## src/rtl/card_display_pkg.sv

```systemverilog
`default_nettype none
// ============================================================================
// card_display_pkg : card codes, segment types and baccarat value helper
// Revision 1.0
// ============================================================================
package card_display_pkg;

  typedef logic [3:0] card_t;
  typedef logic [6:0] seg_t;

  localparam card_t CARD_NONE  = 4'd0;
  localparam card_t CARD_ACE   = 4'd1;
  localparam card_t CARD_TEN   = 4'd10;
  localparam card_t CARD_JACK  = 4'd11;
  localparam card_t CARD_QUEEN = 4'd12;
  localparam card_t CARD_KING  = 4'd13;

  localparam seg_t SEG_BLANK = 7'b1111111;

  // Tens and face cards are worth nothing in baccarat.
  function automatic logic [3:0] card_value(input card_t c);
    return (c >= CARD_ACE && c < CARD_TEN) ? c : 4'd0;
  endfunction

endpackage
`default_nettype wire

```

## src/rtl/card_display_bank_if.sv

```systemverilog
`default_nettype none
// ============================================================================
// card_display_bank_if : dealer-side load/clear bus plus display outputs
// Optional macro SCORE_DIGIT_EN adds the score_hex digit. Revision 1.0
// ============================================================================
interface card_display_bank_if
  import card_display_pkg::*;
#(
  parameter int NUM_SLOTS = 6
);
  localparam int SLOT_W = (NUM_SLOTS > 1) ? $clog2(NUM_SLOTS) : 1;

  logic                   load;
  logic [SLOT_W-1:0]      slot;
  card_t                  card;
  logic                   clear;
  logic [7*NUM_SLOTS-1:0] hex_out;
  logic [NUM_SLOTS-1:0]   blinking;

`ifdef SCORE_DIGIT_EN
  seg_t                   score_hex;

  modport master (output load, slot, card, clear,
                  input  hex_out, blinking, score_hex);
  modport slave  (input  load, slot, card, clear,
                  output hex_out, blinking, score_hex);
`else
  modport master (output load, slot, card, clear,
                  input  hex_out, blinking);
  modport slave  (input  load, slot, card, clear,
                  output hex_out, blinking);
`endif

endinterface
`default_nettype wire

```

## src/rtl/card_seg_decode.sv

```systemverilog
`default_nettype none
// ============================================================================
// card_seg_decode : card code to active-low 7-segment pattern (bit0 = seg a)
// Revision 1.0
// ============================================================================
module card_seg_decode
  import card_display_pkg::*;
(
  input  card_t card,
  output seg_t  seg
);

  always_comb begin
    seg = SEG_BLANK;
    case (card)
      CARD_ACE:   seg = 7'b0001000;
      4'd2:       seg = 7'b0100100;
      4'd3:       seg = 7'b0110000;
      4'd4:       seg = 7'b0011001;
      4'd5:       seg = 7'b0010010;
      4'd6:       seg = 7'b0000010;
      4'd7:       seg = 7'b1111000;
      4'd8:       seg = 7'b0000000;
      4'd9:       seg = 7'b0010000;
      CARD_TEN:   seg = 7'b1000000;
      CARD_JACK:  seg = 7'b1110001;
      CARD_QUEEN: seg = 7'b0011000;
      CARD_KING:  seg = 7'b0001001;
      default:    seg = SEG_BLANK;
    endcase
  end

endmodule
`default_nettype wire

```

## src/rtl/card_display_bank.sv

```systemverilog
`default_nettype none
// ============================================================================
// card_display_bank : NUM_SLOTS card registers driving blinking HEX digits
// Optional macro SCORE_DIGIT_EN adds a hand-score digit. Revision 1.0
// ============================================================================
module card_display_bank
  import card_display_pkg::*;
#(
  parameter int NUM_SLOTS   = 6,
  parameter int BLINK_HALF  = 12_500_000,
  parameter int BLINK_COUNT = 3
)(
  input  wire                 clk,
  input  wire                 reset,
  card_display_bank_if.slave  bus
);

  localparam int SLOT_W   = (NUM_SLOTS > 1) ? $clog2(NUM_SLOTS) : 1;
  localparam int PRE_W    = $clog2(BLINK_HALF);
  localparam int REM_INIT = 2 * BLINK_COUNT;
  localparam int REM_W    = $clog2(REM_INIT + 1);

  logic [PRE_W-1:0] pre;
  logic             tick;
  card_t            load_card;
  card_t            card_reg [NUM_SLOTS];
  logic [REM_W-1:0] rem      [NUM_SLOTS];

  assign tick      = (pre == PRE_W'(BLINK_HALF - 1));
  assign load_card = (bus.card > CARD_KING) ? CARD_NONE : bus.card;

  always_ff @(posedge clk or posedge reset) begin
    if (reset)     pre <= '0;
    else if (tick) pre <= '0;
    else           pre <= pre + 1'b1;
  end

  // Out-of-range slot indices match no i, so they leave all state untouched.
  always_ff @(posedge clk or posedge reset) begin
    if (reset) begin
      for (int i = 0; i < NUM_SLOTS; i++) begin
        card_reg[i] <= CARD_NONE;
        rem[i]      <= '0;
      end
    end else if (bus.clear) begin
      for (int i = 0; i < NUM_SLOTS; i++) begin
        card_reg[i] <= CARD_NONE;
        rem[i]      <= '0;
      end
    end else begin
      for (int i = 0; i < NUM_SLOTS; i++) begin
        if (bus.load && bus.slot == SLOT_W'(i)) begin
          card_reg[i] <= load_card;
          rem[i]      <= (load_card != CARD_NONE) ? REM_W'(REM_INIT) : '0;
        end else if (tick && rem[i] != '0) begin
          rem[i] <= rem[i] - REM_W'(1);
        end
      end
    end
  end

  for (genvar i = 0; i < NUM_SLOTS; i++) begin : g_slot
    card_t shown;
    seg_t  seg;
    // Odd remaining half-periods are the "off" phase of a blink.
    assign shown = rem[i][0] ? CARD_NONE : card_reg[i];
    card_seg_decode u_dec (.card(shown), .seg(seg));
    assign bus.hex_out[7*i +: 7] = seg;
    assign bus.blinking[i]       = (rem[i] != '0);
  end

`ifdef SCORE_DIGIT_EN
  logic [6:0] score_sum;
  logic [6:0] score_mod;
  card_t      score_digit;

  always_comb begin
    score_sum = '0;
    for (int i = 0; i < NUM_SLOTS; i++)
      score_sum = score_sum + 7'(card_value(card_reg[i]));
  end

  // Digit 0 reuses the "10" pattern, which is the plain zero glyph.
  assign score_mod   = score_sum % 7'd10;
  assign score_digit = (score_mod == 7'd0) ? CARD_TEN : 4'(score_mod);

  card_seg_decode u_score_dec (.card(score_digit), .seg(bus.score_hex));
`endif

endmodule
`default_nettype wire

```

## src/flat_wrapper.sv

```systemverilog
// flat-port wrapper written by rule: the top's interface ports become plain ports
module card_display_bank_flat import card_display_pkg::*;
#(
  parameter int NUM_SLOTS   = 6,
  parameter int BLINK_HALF  = 12_500_000,
  parameter int BLINK_COUNT = 3
)
  (clk, reset, bus_load, bus_slot, bus_card, bus_clear, bus_hex_out, bus_blinking);
  card_display_bank_if #(.NUM_SLOTS(NUM_SLOTS)) bus_i ();
  input  wire clk;
  input  wire reset;
  input wire logic [$bits(bus_i.load)-1:0] bus_load;
  input wire logic [$bits(bus_i.slot)-1:0] bus_slot;
  input wire logic [$bits(bus_i.card)-1:0] bus_card;
  input wire logic [$bits(bus_i.clear)-1:0] bus_clear;
  output wire logic [$bits(bus_i.hex_out)-1:0] bus_hex_out;
  output wire logic [$bits(bus_i.blinking)-1:0] bus_blinking;
  assign bus_i.load = bus_load;
  assign bus_i.slot = bus_slot;
  assign bus_i.card = bus_card;
  assign bus_i.clear = bus_clear;
  assign bus_hex_out = bus_i.hex_out;
  assign bus_blinking = bus_i.blinking;
  card_display_bank #(.NUM_SLOTS(NUM_SLOTS), .BLINK_HALF(BLINK_HALF), .BLINK_COUNT(BLINK_COUNT)) u_core (.clk(clk), .reset(reset), .bus(bus_i));
endmodule
```

## config.mk

```make
export PLATFORM = sky130hd
export DESIGN_NAME = card_display_bank_flat
export DESIGN_NICKNAME = d
export VERILOG_FILES = /design/src/rtl/card_display_pkg.sv /design/src/rtl/card_display_bank_if.sv /design/src/rtl/card_seg_decode.sv /design/src/rtl/card_display_bank.sv /design/src/flat_wrapper.sv
export SDC_FILE = /design/constraint.sdc
export NUM_CORES = 1
export LEC_CHECK = 0
export ABC_AREA = 1
export BUFFER_PORTS_ARGS = -buffer_cell sky130_fd_sc_hd__buf_4
export CORE_AREA = 5 5 115 117
export DETAILED_ROUTE_END_ITERATION = 8
export DIE_AREA = 0 0 120 122
export MAX_ROUTING_LAYER = met4
export PLACE_DENSITY = 0.61
export SKIP_LAST_GASP = 1
export SLEW_MARGIN = 0
export SYNTH_ARGS = -nofsm -noshare
export SYNTH_HDL_FRONTEND = slang
export SYNTH_HIERARCHICAL = 1
export SYNTH_SLANG_ARGS = --single-unit
```

## constraint.sdc

```tcl
create_clock -name clk -period 2.5 [get_ports clk]
set_clock_uncertainty 0.2 [all_clocks]
set_input_delay 0 -clock clk [delete_from_list [all_inputs] [get_ports clk]]
set_output_delay 0 -clock clk [all_outputs]
set_load 0.02 [all_outputs]
```

==> After elaboration in Yosys (flattened, before gate mapping) <==
Memories as Yosys holds them, arrays and structs flattened.
Cells that the tools add are included.
{ "word_totals": {"register_bits": 66, "romBits": 672, "input_bits": 11, "out_inout_bits": 48, "elab_cells": 94, "n_memories": 6} }
{ "memory_table": {"columns": ["memory", "depth", "word_bits", "read_ports", "rd_clocked_by_memory_dff", "wr", "line_no", "text"], "rows": [
  ["(no name shown)", 16, 7, 1, 0, 0, "card_seg_decode.sv:15", "case (card)"],
  ["(no name shown)", 16, 7, 1, 0, 0, "card_seg_decode.sv:15", null],
  ["(no name shown)", 16, 7, 1, 0, 0, "card_seg_decode.sv:15", null],
  ["(no name shown)", 16, 7, 1, 0, 0, "card_seg_decode.sv:15", null],
  ["(no name shown)", 16, 7, 1, 0, 0, "card_seg_decode.sv:15", null],
  ["(no name shown)", 16, 7, 1, 0, 0, "card_seg_decode.sv:15", null]
]} }
{ "op_classes": {"addsub": 7, "n_lt_le_gt_ge": 1, "n_eq_ne": 6, "mux": 29, "reduce_logical": 32} }
{ "op_table": {"columns": ["op", "count"], "rows": [
  ["4-bit two-way mux", 13],
  ["24-bit two-way mux", 2],
  ["3-bit two-way mux", 13],
  ["3-bit nonzero test", 12],
  ["24-bit by 1-bit adder with 24-bit output (second input constant)", 1],
  ["24-bit == test (second input constant)", 1],
  ["18-bit two-way mux", 1],
  ["3-bit by 1-bit subtractor with 3-bit output (second input constant)", 6],
  ["1-bit logical AND", 12],
  ["2-bit nonzero test", 6],
  ["3-bit by 2-bit == test with 1-bit output (second input constant)", 2],
  ["3-bit == test (second input constant)", 2],
  ["4-bit greater-than comparator (second input constant)", 1],
  ["4-bit nonzero test", 1],
  ["3-bit by 1-bit == test with 1-bit output (second input constant)", 1],
  ["3-bit zero test", 1]
]} }

==> Longest topological paths before layout <==
{ "logic_depth": {"ltp_word": 6, "ltp_mapped": 9, "mapped_depth_nobuf": 9} }

==> Cells and area by module <==
The synthesis kept the hierarchy.
{ "modules_own_cells": {"columns": ["mod", "instances", "cells_each", "area_per_inst_um2", "seq_area_each_um2"], "rows": [
  ["card_display_bank", 1, 533, 3787.4, 1651.6],
  ["card_seg_decode (u_core.g_slot[0].u_dec ...)", 3, 45, 265.3, 0.0],
  ["card_seg_decode (u_core.g_slot[1].u_dec ...)", 2, 44, 245.2, 0.0],
  ["card_seg_decode (u_core.g_slot[3].u_dec)", 1, 42, 255.2, 0.0]
]} }

==> Worst setup path before layout <==
Ideal clock, no wire load.
{ "synth_path": {"path_type": "register -> output", "from": "reg u_core/rem[3] (netlist bit)", "to": "out bus_hex_out[31]", "arrival_time_ps": 1518, "required_time_ps": 2300, "slack_ps": 782, "path_stages_with_launch": 6, "path_buffers": 0, "cell_sequence": "dfrtp_1 > nor2_1 > inv_1 > ha_1 > nand3_2 > o21a_1"} }
{ "synth_via": {"elab_chain_len": 2} }
{ "synth_rtl": {"columns": ["element", "line_no", "text"], "rows": [
  ["start, declared", "card_display_bank.sv:27", "logic [REM_W-1:0] rem [NUM_SLOTS];"],
  ["start signal, assigned by index", "card_display_bank.sv:54", "rem[i] <= (load_card != CARD_NONE) ? REM_W'(REM_INIT) : '0;"],
  ["start signal, assigned by index", "card_display_bank.sv:56", "rem[i] <= rem[i] - REM_W'(1);"],
  ["4-bit two-way mux", "card_display_bank.sv:66", "assign shown = rem[i][0] ? CARD_NONE : card_reg[i];"],
  ["named net u_core.g_slot[4].shown[1]", "card_display_bank.sv:63", "card_t shown;"],
  ["memory 16 x 7 bit", null, null],
  ["end, declared", "flat_wrapper.sv:16", "output wire logic [$bits(bus_i.hex_out)-1:0] bus_hex_out;"]
]} }
The timed path passes the listed nets, and every way through them passes these cells.

==> Worst setup path after layout <==
{ "layout_path": {"from": "reg u_core/rem[6] (netlist bit)", "to": "out bus_hex_out[24]"} }
{ "layout_via": {"elab_chain_len": 2} }
{ "layout_rtl": {"columns": ["element", "line_no"], "rows": [
  ["4-bit two-way mux", "card_display_bank.sv:66"],
  ["named net u_core.g_slot[3].shown[0]", "card_display_bank.sv:63"],
  ["memory 16 x 7 bit", null]
]} }
The timed path passes the listed nets, and every way through them passes these cells.

==> flow_metrics.py <==
metrics = {
    "synth": {
        "synthDistinctLibCells": 32,
        "synthCells": 798,
        "synthXorXnorAreaFrac": 0.0115,
        "synth_edf_count": 0,
        "yosys.area_share.adder": 0.113,
        "yosys-mux-area-fraction": 0,
        "synth_top_family_by_area": "simple AND/OR/NAND/NOR gates",
        "syn_avg_cell_area_sq_um": 6.68,
        "ys_warn_count": 6,
        "synth.cell_area_sq_mm": 0.00533,
        "yosysSeqAreaShare": 0.310,
        "synth_seq_cells": 66,
        "ys_async_sr_fraction": 1.00,
        "synth_ff_type": "dfrtp_1",
        "syn_nets": 857,
        "synthSimpleGateAreaFrac": 0.390,
        "synth-compound-area-share": 0.0552,
    },
    "detailed_routing": {
        "routed-via-count": 5011,
        "totalWireLength_mm": 12.0,
        "dr.pass1.iters": 5,
        "dr.first_iter.drc_count": 193,
        "routedWlPerCell_um": 11.7,
        "vias_per_cell": 4.91,
        "ant_nets": 0,
        "drcViolationCount": 0,
    },
    "layout": {
        "final_nets": 924,
        "finalNonFillerCells": 1020,
        "antenna_cells": 0,
        "drive_gt1_frac": 0.148,
        "area_growth_pct": 17.6,
        "multi_input_area_sq_mm": 0.00303,
        "regArea_sq_mm": 0.00165,
        "fillCellCount": 1199,
    },
    "sta": {
        "maxSlewHeadroom": 0.508,
        "fin_ws_ns": 0.335,
        "setup_viol": 0,
        "worstMarginPinSlew_ns": 0.736,
        "fmax_ghz": 0.462,
        "finalSetupTns_ns": 0,
        "grt_setup_unrepaired": "no",
        "final_hold_viol_count": 0,
        "period_needed_ns": 2.16,
        "finalCritPeriodShare": 0.866,
        "hold_slack_ns": 0.0232,
        "timing.final.max_slew_violations": 0,
    },
    "grt": {
        "grt_use_total": 0.175,
        "grt_pass1_vias": 4800,
        "grt_max_degree": 35,
        "overflow": 0,
        "antenna_found_initial": 0,
        "grt_pass1_wl_mm": 20.9,
    },
    "cts": {
        "path_clk_slew_ns": 0.06,
        "ctsLongestPathBuffers": 2,
        "cts_tree": "yes",
        "htree_levels": 3,
        "clk_latency_ns": 0.33,
        "numCtsBuffers": 9,
        "postCtsSetupRepairBufs": 0,
        "numClockSinks": 66,
        "root_buffer": "clkbuf_16",
    },
    "setup_path": {
        "setup.worst_path.start": "u_core/rem[6]",
        "cp_max_fo": 7,
        "cp.arrival_ns": 1.96,
        "cp-end-kind": "output pin",
        "r2r-start": "u_core/pre[0]",
        "required_ns": 2.30,
        "cpPeakStageDelay_ns": 0.44,
        "startpoint_type": "flop",
        "crit_type": "flop to output pin",
        "crit_chain": "nor2_1 -> inv_1 -> ha_1 -> nand3_1 -> o21a_1 -> buf_4",
        "cpMaxStageDelayCell": "dfrtp_1",
    },
    "power": {
        "power.density_mw_per_mm2": 606,
        "power_leakage_uw": 0.00342,
        "ir_worst_vdd_mv": 0.415,
    },
    "placed_design": {
        "place_congestion": 0.876,
        "dp.cells": 1001,
        "hpwl_mm": 9.36,
        "port_buffers": 58,
        "pre_cts_slack_ns": 0.645,
    },
    "die": {
        "fp.dieH_um": 122,
        "ioPinCount": 59,
        "placementRows": 41,
        "die_area_sq_mm": 0.0146,
        "core-area_sq_mm": 0.0123,
        "initial_core_util": 0.435,
        "die_x_um": 120,
    },
    "run_status": {
        "status": "completed",
    },
    "worst_hold_path": {
        "hold_class": "input port to flop",
        "hp-start": "bus_slot[0]",
    },
    "job": {
        "maxCapViolCount": 0,
    },
}
-- where the power goes --
group,leakage [uW],switching (uW),internal [uW]
clock,0.000155,465,901
combinational,0.00239,747,476
sequential,0.000868,59.0,1150
-- final timing paths --
path | end | slack (ns) | cells after the start
worst max register to register | u_core/pre[12] | 0.66 | 5
worst max-delay path | bus_hex_out[24] | 0.34 | 6
min in group asynchronous | u_core/card_reg[16] | 0.16 | 3
worst min register to register | u_core/pre[0] | 0.25 | 1
max in group asynchronous | u_core/rem[10] | 1.32 | 4
worst min-delay path | u_core/rem[17] | 0.02 | 8
-- cells by family (layout without fill, tap and decap cells) --
| group | Yosys count | after routing |
|---|---|---|
| fa+ha+maj | 48 | 48 |
| simple gates | 476 | 476 |
| xor+xnor | 7 | 7 |
| buf+inv | 147 | 219 |
| compound gates | 54 | 54 |
| flops | 66 | 66 |
-- synthesized netlist by cell type (2+ instances only) --
master / number / area, sq um
inv_2: 7 / 26.3
nand3_2: 11 / 110
nand2_2: 10 / 62.6
dfrtp_1: 66 / 1650
o21a_1: 6 / 45.0
ha_1: 48 / 601
clkbuf_1: 4 / 15.0
nand3_1: 79 / 395
nand2_1: 261 / 980
nand4_1: 6 / 37.5
nor2_1: 84 / 315
nor3_1: 13 / 65.1
nor2_4: 3 / 33.8
buf_2: 2 / 10.0
inv_4: 4 / 25.0
buf_6: 10 / 113
nor2_2: 3 / 18.8
a21oi_1: 10 / 50.1
xor2_1: 7 / 61.3
o21ai_1: 3 / 15.0
o21ai_0: 33 / 165
inv_1: 118 / 443
-- critical path, delay by kind of cell (launching register included) --
kind	cells	cell delay, ns
buf+inv	2	0.33
compound gates	1	0.15
flops	1	0.44
fa+ha+maj	1	0.33
simple gates	2	0.39
-- stage by stage --
| step | area [sq um] | power [uW] | util |
|---|---|---|---|
| after global routing | 6270 | 4050 | 0.511 |
| after detailed placement | 5910 | 2460 | 0.482 |
| final | 6270 | 3800 | 0.511 |
| after CTS | 6270 | 3850 | 0.511 |
| after global placement | 5910 | 2440 | 0.482 |
| after floorplan | 5330 | 2050 | - |
-- cells in the final DEF (no fill, tap or decap) --
cell	Yosys	routed
a21oi_1	10	10
and3_1	1	1
buf_12	0	1
buf_4	0	68
bufinv_16	0	2
clkbuf_16	0	9
clkbuf_8	0	1
clkinv_1	1	1
clkinv_2	0	1
clkinvlp_4	0	2
dfrtp_1	66	66
dlygate4sd3_1	0	3
ha_1	48	48
inv_1	118	117
inv_2	7	8
inv_4	4	4
inv_6	1	2
nand2_1	261	261
nand2_2	10	10
nand2_4	1	1
nand3_1	79	79
nand3_2	11	11
nand3b_1	1	1
nand4_1	6	6
nor2_1	84	84
nor2_2	3	3
nor2_4	3	3
nor2_8	1	1
nor3_1	13	13
nor3b_1	1	1
o211a_1	1	1
o21a_1	6	6
o21ai_0	33	33
o21ai_1	3	3
o21ai_2	1	1
or2_2	1	1
xor2_1	7	7
-- per-layer routing --
metal	vias up	wire length, um	track usage
li1	2601	-	-
met3	7	425	0.0297
met2	92	5940	0.311
met5	-	0	-
met1	2311	5530	0.211
met4	0	83	0.0336
-- cell type report --
cell class | instances | share of cell area
clock buffers | 10 | 0.0381
clock inverters | 6 | 0.0142
inverters | 131 | 0.0809
multi-input cells | 585 | 0.484
flip-flops and latches | 66 | 0.264
well taps | 150 | 0.0299
repair buffers | 72 | 0.0894
-- repair_timing --
action | CTS | global route
gates resized for setup | 0 | 0
endpoints found under the hold margin | 46 | 0
hold buffers | 3 | 0
No activity file was read; power rests on OpenSTA's default activity.
